`config.mk`:
```
export PLATFORM = sky130hd
export DESIGN_NAME = cpu_pio_port
export DESIGN_NICKNAME = d
export VERILOG_FILES = /design/src/rtl/cpu_pio_port.sv
export SDC_FILE = /design/constraint.sdc
export NUM_CORES = 1
export LEC_CHECK = 0
export ABC_AREA = 1
export CORE_UTILIZATION = 41
export CTS_CLUSTER_DIAMETER = 120
export CTS_CLUSTER_SIZE = 30
export DETAILED_ROUTE_END_ITERATION = 7
export PLACE_DENSITY_LB_ADDON = 0.1
export REMOVE_ABC_BUFFERS = 1
export SLEW_MARGIN = 20
export SYNTH_ARGS = -nofsm -noshare
export SYNTH_HDL_FRONTEND = slang
export SYNTH_SLANG_ARGS = --single-unit
```
`constraint.sdc`:
```
create_clock -name clock -period 2.8 [get_ports clock]
set_clock_uncertainty 0.05 [all_clocks]
set_input_delay 0.56 -clock clock [delete_from_list [all_inputs] [get_ports clock]]
set_output_delay 0.56 -clock clock [all_outputs]
set_load 0.03 [all_outputs]
```
`src/rtl/cpu_pio_port.sv`:
```
// cpu_pio_port: on-chip processor I/O port for 65xx-class CPU replacements.
// Data register at BASE_ADDR, DDR at BASE_ADDR+1; state changes on the falling
// edge of phi2 (clock). Port pins are synchronised before readback.
// Optional feature macro: FADE_EN. When defined, unbonded port bits are
// stored and their readback decays to 0 FADE_CYCLES falling edges after the
// bit stops being driven as an output, mimicking the floating-pin charge.
module cpu_pio_port #(
  parameter int          WIDTH       = 8,
  parameter logic [7:0]  IMPL_MASK   = 8'hDF,
  parameter logic [15:0] BASE_ADDR   = 16'h0000,
  parameter logic [7:0]  DATA_RESET  = 8'h00,
  parameter logic [7:0]  DDR_RESET   = 8'h00,
  parameter int          FADE_CYCLES = 16
) (
  input  logic             clock,
  input  logic             _reset,
  input  logic             aec,
  input  logic             r_w,
  input  logic [15:0]      address,
  input  logic [7:0]       data_in,
  output logic [7:0]       data_out,
  output logic             data_oe,
  input  logic [WIDTH-1:0] pio_in,
  output logic [WIDTH-1:0] pio_out,
  output logic [WIDTH-1:0] pio_oe
);

  localparam logic [WIDTH-1:0] MASK_W = IMPL_MASK[WIDTH-1:0];
`ifdef FADE_EN
  // Unbonded bits need real storage to drive the fade emulation.
  localparam logic [WIDTH-1:0] STORE_MASK = {WIDTH{1'b1}};
`else
  // Unbonded bits do not exist in silicon; keep them at 0.
  localparam logic [WIDTH-1:0] STORE_MASK = MASK_W;
`endif

  // Elaboration guards on parameter ranges.
  if (WIDTH < 1 || WIDTH > 8) begin : g_bad_width
    $error("cpu_pio_port: WIDTH must be 1..8");
  end
  if (BASE_ADDR[0] != 1'b0) begin : g_bad_base
    $error("cpu_pio_port: BASE_ADDR must be even");
  end
  if (FADE_CYCLES < 1) begin : g_bad_fade
    $error("cpu_pio_port: FADE_CYCLES must be at least 1");
  end

  logic             sel;
  logic [WIDTH-1:0] data_q;
  logic [WIDTH-1:0] ddr_q;
  logic [WIDTH-1:0] sync_meta;
  logic [WIDTH-1:0] sync_q;
  logic [WIDTH-1:0] fade_rd;
  logic [WIDTH-1:0] rd_port;
  logic [7:0]       rd_data;

  assign sel     = aec & (address[15:1] == BASE_ADDR[15:1]);
  // Qualified by phi2 high so the bus is only driven in the data phase.
  assign data_oe = sel & r_w & clock;

  // Register file: data and DDR writes land at the end of phi2.
  always_ff @(negedge clock or negedge _reset) begin
    if (!_reset) begin
      data_q <= DATA_RESET[WIDTH-1:0] & STORE_MASK;
      ddr_q  <= DDR_RESET[WIDTH-1:0] & STORE_MASK;
    end else if (sel && !r_w) begin
      if (address[0]) ddr_q  <= data_in[WIDTH-1:0] & STORE_MASK;
      else            data_q <= data_in[WIDTH-1:0] & STORE_MASK;
    end
  end

  // Two-flop synchroniser for the asynchronous pad inputs.
  always_ff @(negedge clock or negedge _reset) begin
    if (!_reset) begin
      sync_meta <= '0;
      sync_q    <= '0;
    end else begin
      sync_meta <= pio_in;
      sync_q    <= sync_meta;
    end
  end

`ifdef FADE_EN
  localparam int             CW      = $clog2(FADE_CYCLES + 1);
  localparam logic [CW-1:0]  FADE_TC = CW'(FADE_CYCLES);

  for (genvar i = 0; i < WIDTH; i++) begin : g_fade
    if (!MASK_W[i]) begin : g_unbonded
      logic [CW-1:0] cnt_q;
      logic          charge_q;

      // Charge follows the driven value; once released it decays after FADE_CYCLES edges.
      always_ff @(negedge clock or negedge _reset) begin
        if (!_reset) begin
          cnt_q    <= '0;
          charge_q <= 1'b0;
        end else if (ddr_q[i]) begin
          cnt_q    <= '0;
          charge_q <= data_q[i];
        end else if (cnt_q != FADE_TC) begin
          cnt_q <= cnt_q + CW'(1);
          if (cnt_q + CW'(1) == FADE_TC) charge_q <= 1'b0;
        end
      end

      assign fade_rd[i] = ddr_q[i] ? data_q[i] : charge_q;
    end else begin : g_bonded
      assign fade_rd[i] = 1'b0;
    end
  end
`else
  assign fade_rd = '0;
`endif

  // Readback mux: bonded bits show output latch or synchronised pin, unbonded bits show fade state.
  always_comb begin
    rd_port = '0;
    for (int i = 0; i < WIDTH; i++) begin
      rd_port[i] = MASK_W[i] ? (ddr_q[i] ? data_q[i] : sync_q[i]) : fade_rd[i];
    end
    rd_data = 8'h00;
    rd_data[WIDTH-1:0] = address[0] ? (ddr_q & MASK_W) : rd_port;
  end

  assign data_out = data_oe ? rd_data : 8'h00;
  assign pio_out  = data_q & MASK_W;
  assign pio_oe   = ddr_q & MASK_W;

endmodule

```
# ---- After elaboration in Yosys (flattened, before gate mapping)
# Cells that the tools add are included.
dict set report op_classes {
  n_bitwise 4
  n_reduce_logical 5
  mux 9
}
# cell n
set op_table {}
lappend op_table {{8-bit two-way mux} 2}
lappend op_table {{15-bit logical NOT} 1}
lappend op_table {{1-bit two-way mux} 7}
lappend op_table {{2-bit AND reduction} 2}
lappend op_table {{1-bit AND} 3}
lappend op_table {{1-bit logical AND} 1}
lappend op_table {{1-bit logical NOT} 1}
lappend op_table {{1-bit inverter} 1}
dict set report totals {
  wordCells 22
  reg_bits 30
  output_inout_bits 25
  in_bits 36
}

# ---- Longest topological paths before layout
dict set report depth {
  ltp_word 5
  ltp_mapped 9
  ltp_nobuf 8
}

==> summary.md <==
| Metric | Value |
|---|---|
| Status | `finished, violations left` |
| Failing checks | `negative setup slack` |
| DRC violations left | `0` |
| Vias/cell | `5.32` |
| CP top delay family | `flip-flops` |
| DP Area | `0.00189 mm2` |
| Finished Core Util | `between 80% and 90%` |
| Die Footprint | `0.00304 mm2` |
| Routed wire length | `4440 um` |
| Lkg Pwr | `0.00115 uW` |
| Antenna fix cells | `0` |
| Number of synthesized flops with an enable pin | `0` |
| # hold bufs at CTS | `0` |
| Layout Nets | `264` |
| Synth area leader | `dfrtn_1` |
| Hold path endpoint | `sync_q[3]$_DFF_NN0_` |
| Worst hold path startpoint | `sync_meta[3]$_DFF_NN0_` |
| CP max-delay cell | `dfrtn_1` |
| Die Y | `55.1 um` |
| CTS tree | `built` |
| Area grow syn2layout | `95.0%` |
| Kind of start point of the critical path | `flip-flop` |
| CP arrival | `2840 ps` |
| Aggregate global routing overflow | `0` |
| Core Rows | `18` |
| Synthesized area | `~0.0012 mm2` |
| Hold-critical path depth | `0` |
| Worst-path cell chain | `nor2_1 -> nand2_1 -> a21oi_1 -> buf_4` |
| Pre-antenna DRT Iters | `4` |
| I/O Buffers | `55` |
| Clock latency on the worst-skew pair | `420 ps` |
| Total routing usage reported by global routing | `30.0%` |
| Synth Instances | `127` |
| Global-route wire length before repair | `6090 um` |
| Sequential share of the synthesized area | `60.6%` |
| Reg clk slew, reported paths | `100 ps` |
| Synth Flop Type | `dfrtn_1` |
| Initial antenna violation count | `0` |
| Crit. End Element | `output port` |
| Final Hold Fails | `0` |
| Flops & latches, synth | `28` |
| CP Data Required Time | `between 2000 and 2500 ps` |
| Mean Syn Cell Area | `~9.1 um2` |
| CP peak stage delay | `410 ps` |
| Post-DRT Antenna Nets | `0` |
| Reg2reg setup slack | `1710 ps` |
| Largest net degree at the start of global routing | `29` |
| Die Wd | `55.1 um` |
| Vias in the first global route | `1,454` |
| Most frequent cell after synthesis | `nand2_1` |
| Yosys warning count | `0` |
| Synth area leaders | `dfrtn_1 61%, nand2_1 12%, nand3_1 6.1%, nor2_1 4.5%, a21oi_1 3.0%` |
| Fin Setup TNS | `-9010 ps` |
| Gp weighted congestion | `between 0.7 and 0.8` |
| FF-to-FF Start | `ddr_q[4]$_DFFE_NN0P_` |
| Max Cap Viol | `0` |
| R2r endpoint | `ddr_q[4]$_DFFE_NN0P_` |
| Total power | `748 uW` |
| WHS | `247 ps` |
| R2R cell count | `5` |
| Core area | `approximately 0.0026 mm2` |
| Fin area | `around 0.0023 mm2` |
| Setup ws final | `-649 ps` |
| Fill count | `123` |
| Cell area power density | `332 mW/mm2` |
| Fin. max-slew vios | `0` |
| Yosys cell types | `17` |
| Layout cell share with drive strength beyond 1 | `42.1%` |
| Final-report setup violation count | `22` |
| Unrepaired setup endpoints after global routing | `true` |
| Hold Crit Class | `reg -> reg` |
| Share of Yosys cell area claimed by the top area cell type | `roughly three fifths` |
| Initial DRC count | `48` |
| Buf/Inv on CP | `1` |
| Routed len/inst | `about 17 um` |
| FFs w/ async S/R, synth | `100%` |
| Worst Path Max Fanout | `4` |
| Via count | `1,372` |
| Post-DP HPWL | `2300 um` |
| Setup CP Type | `reg -> out` |
| Initial Utilization | `45.0%` |
| Top cells by count, synth | `38 x nand2_1, 28 x dfrtn_1, 14 x nand3_1, 14 x nor2_1` |
| I/O pin count | `61` |
| Max VDD drop | `0.000415 V` |
## routing by layer
layer	global-route usage, %	up-vias	routed length [um]
li1	-	612	-
met1	32.0	650	1630
met2	45.8	90	2190
met3	13.1	20	419
met4	24.6	0	199
met5	0	-	0
## logic make-up (layout without fill, tap and decap cells)
kind of cell,after synthesis,after routing,share of synthesized area (%)
other,1,3,0.324
buffers and inverters,10,109,5.19
AOI/OAI and AO/OA,14,14,6.06
DFF,28,28,60.6
and+or+nand+nor,74,74,27.8
## layout by cell type (no fill, tap or decap), drive strengths merged
cell	Yosys	final
nand2	39	39
buf	5	61
nand4	3	3
nand3	14	14
clkdlybuf4s50	0	17
bufbuf	0	1
clkdlybuf4s15	0	9
nor2	17	17
conb	1	3
nand3b	1	1
o21ai	7	7
a21oi	7	7
dlygate4sd2	0	1
inv	3	3
bufinv	0	1
clkbuf	1	15
dfrtn	28	28
clkinv	1	1
## where the power goes
part	switching, uW	total, uW	internal [uW]
Clock	131	243	112
Combinational	39.3	83.5	44.2
Sequential	3.70	421	418
## repair_timing
| action | 4_1_cts | 5_1_grt |
|---|---|---|
| setup buffers | 14 | 9 |
| pin swaps | 23 | 23 |
| resized for setup | 105 | 38 |
| setup endpoints to repair | 39 | 35 |
| cloned | 1 | 0 |
## worst max-delay path by stage
stage	from	end	slack, ps	cells after the start
5_1_grt	ddr_q[4]$_DFFE_NN0P_	data_out[4]	-670	3
4_1_cts	ddr_q[1]$_DFFE_NN0P_	data_out[1]	-550	3
6_report	ddr_q[3]$_DFFE_NN0P_	data_out[3]	-650	4
2_1_floorplan	ddr_q[0]$_DFFE_NN0P_	data_out[0]	-430	2
3_3_place_gp	address[10]	data_q[2]$_DFFE_NN0P_	-550	8
3_5_place_dp	address[10]	data_q[3]$_DFFE_NN0P_	-580	8
## through the flow
stage	instances	setup WS (ps)
5_1_grt	258	-674
3_3_place_gp	234	-551
4_1_cts	253	-553
3_5_place_dp	234	-583
6_report	258	-649
2_1_floorplan	123	-435
## layout make-up
cell class | instances | area, um2 | area share, %
clock buffer | 18 | 169 | 7.49
clock inverter | 2 | 21.3 | 0.943
inverter | 3 | 11.3 | 0.499
multi-input combinational | 91 | 459 | 20.4
sequential | 28 | 701 | 31.1
tap | 30 | 37.5 | 1.66
timing repair buffer | 86 | 856 | 38.0
## sequential cells by signal, indices dropped and copies added, names as in the netlist
register   flops
data_q         7
ddr_q          7
sync_meta      7
sync_q         7
No activity file was read; power rests on OpenSTA's default activity.
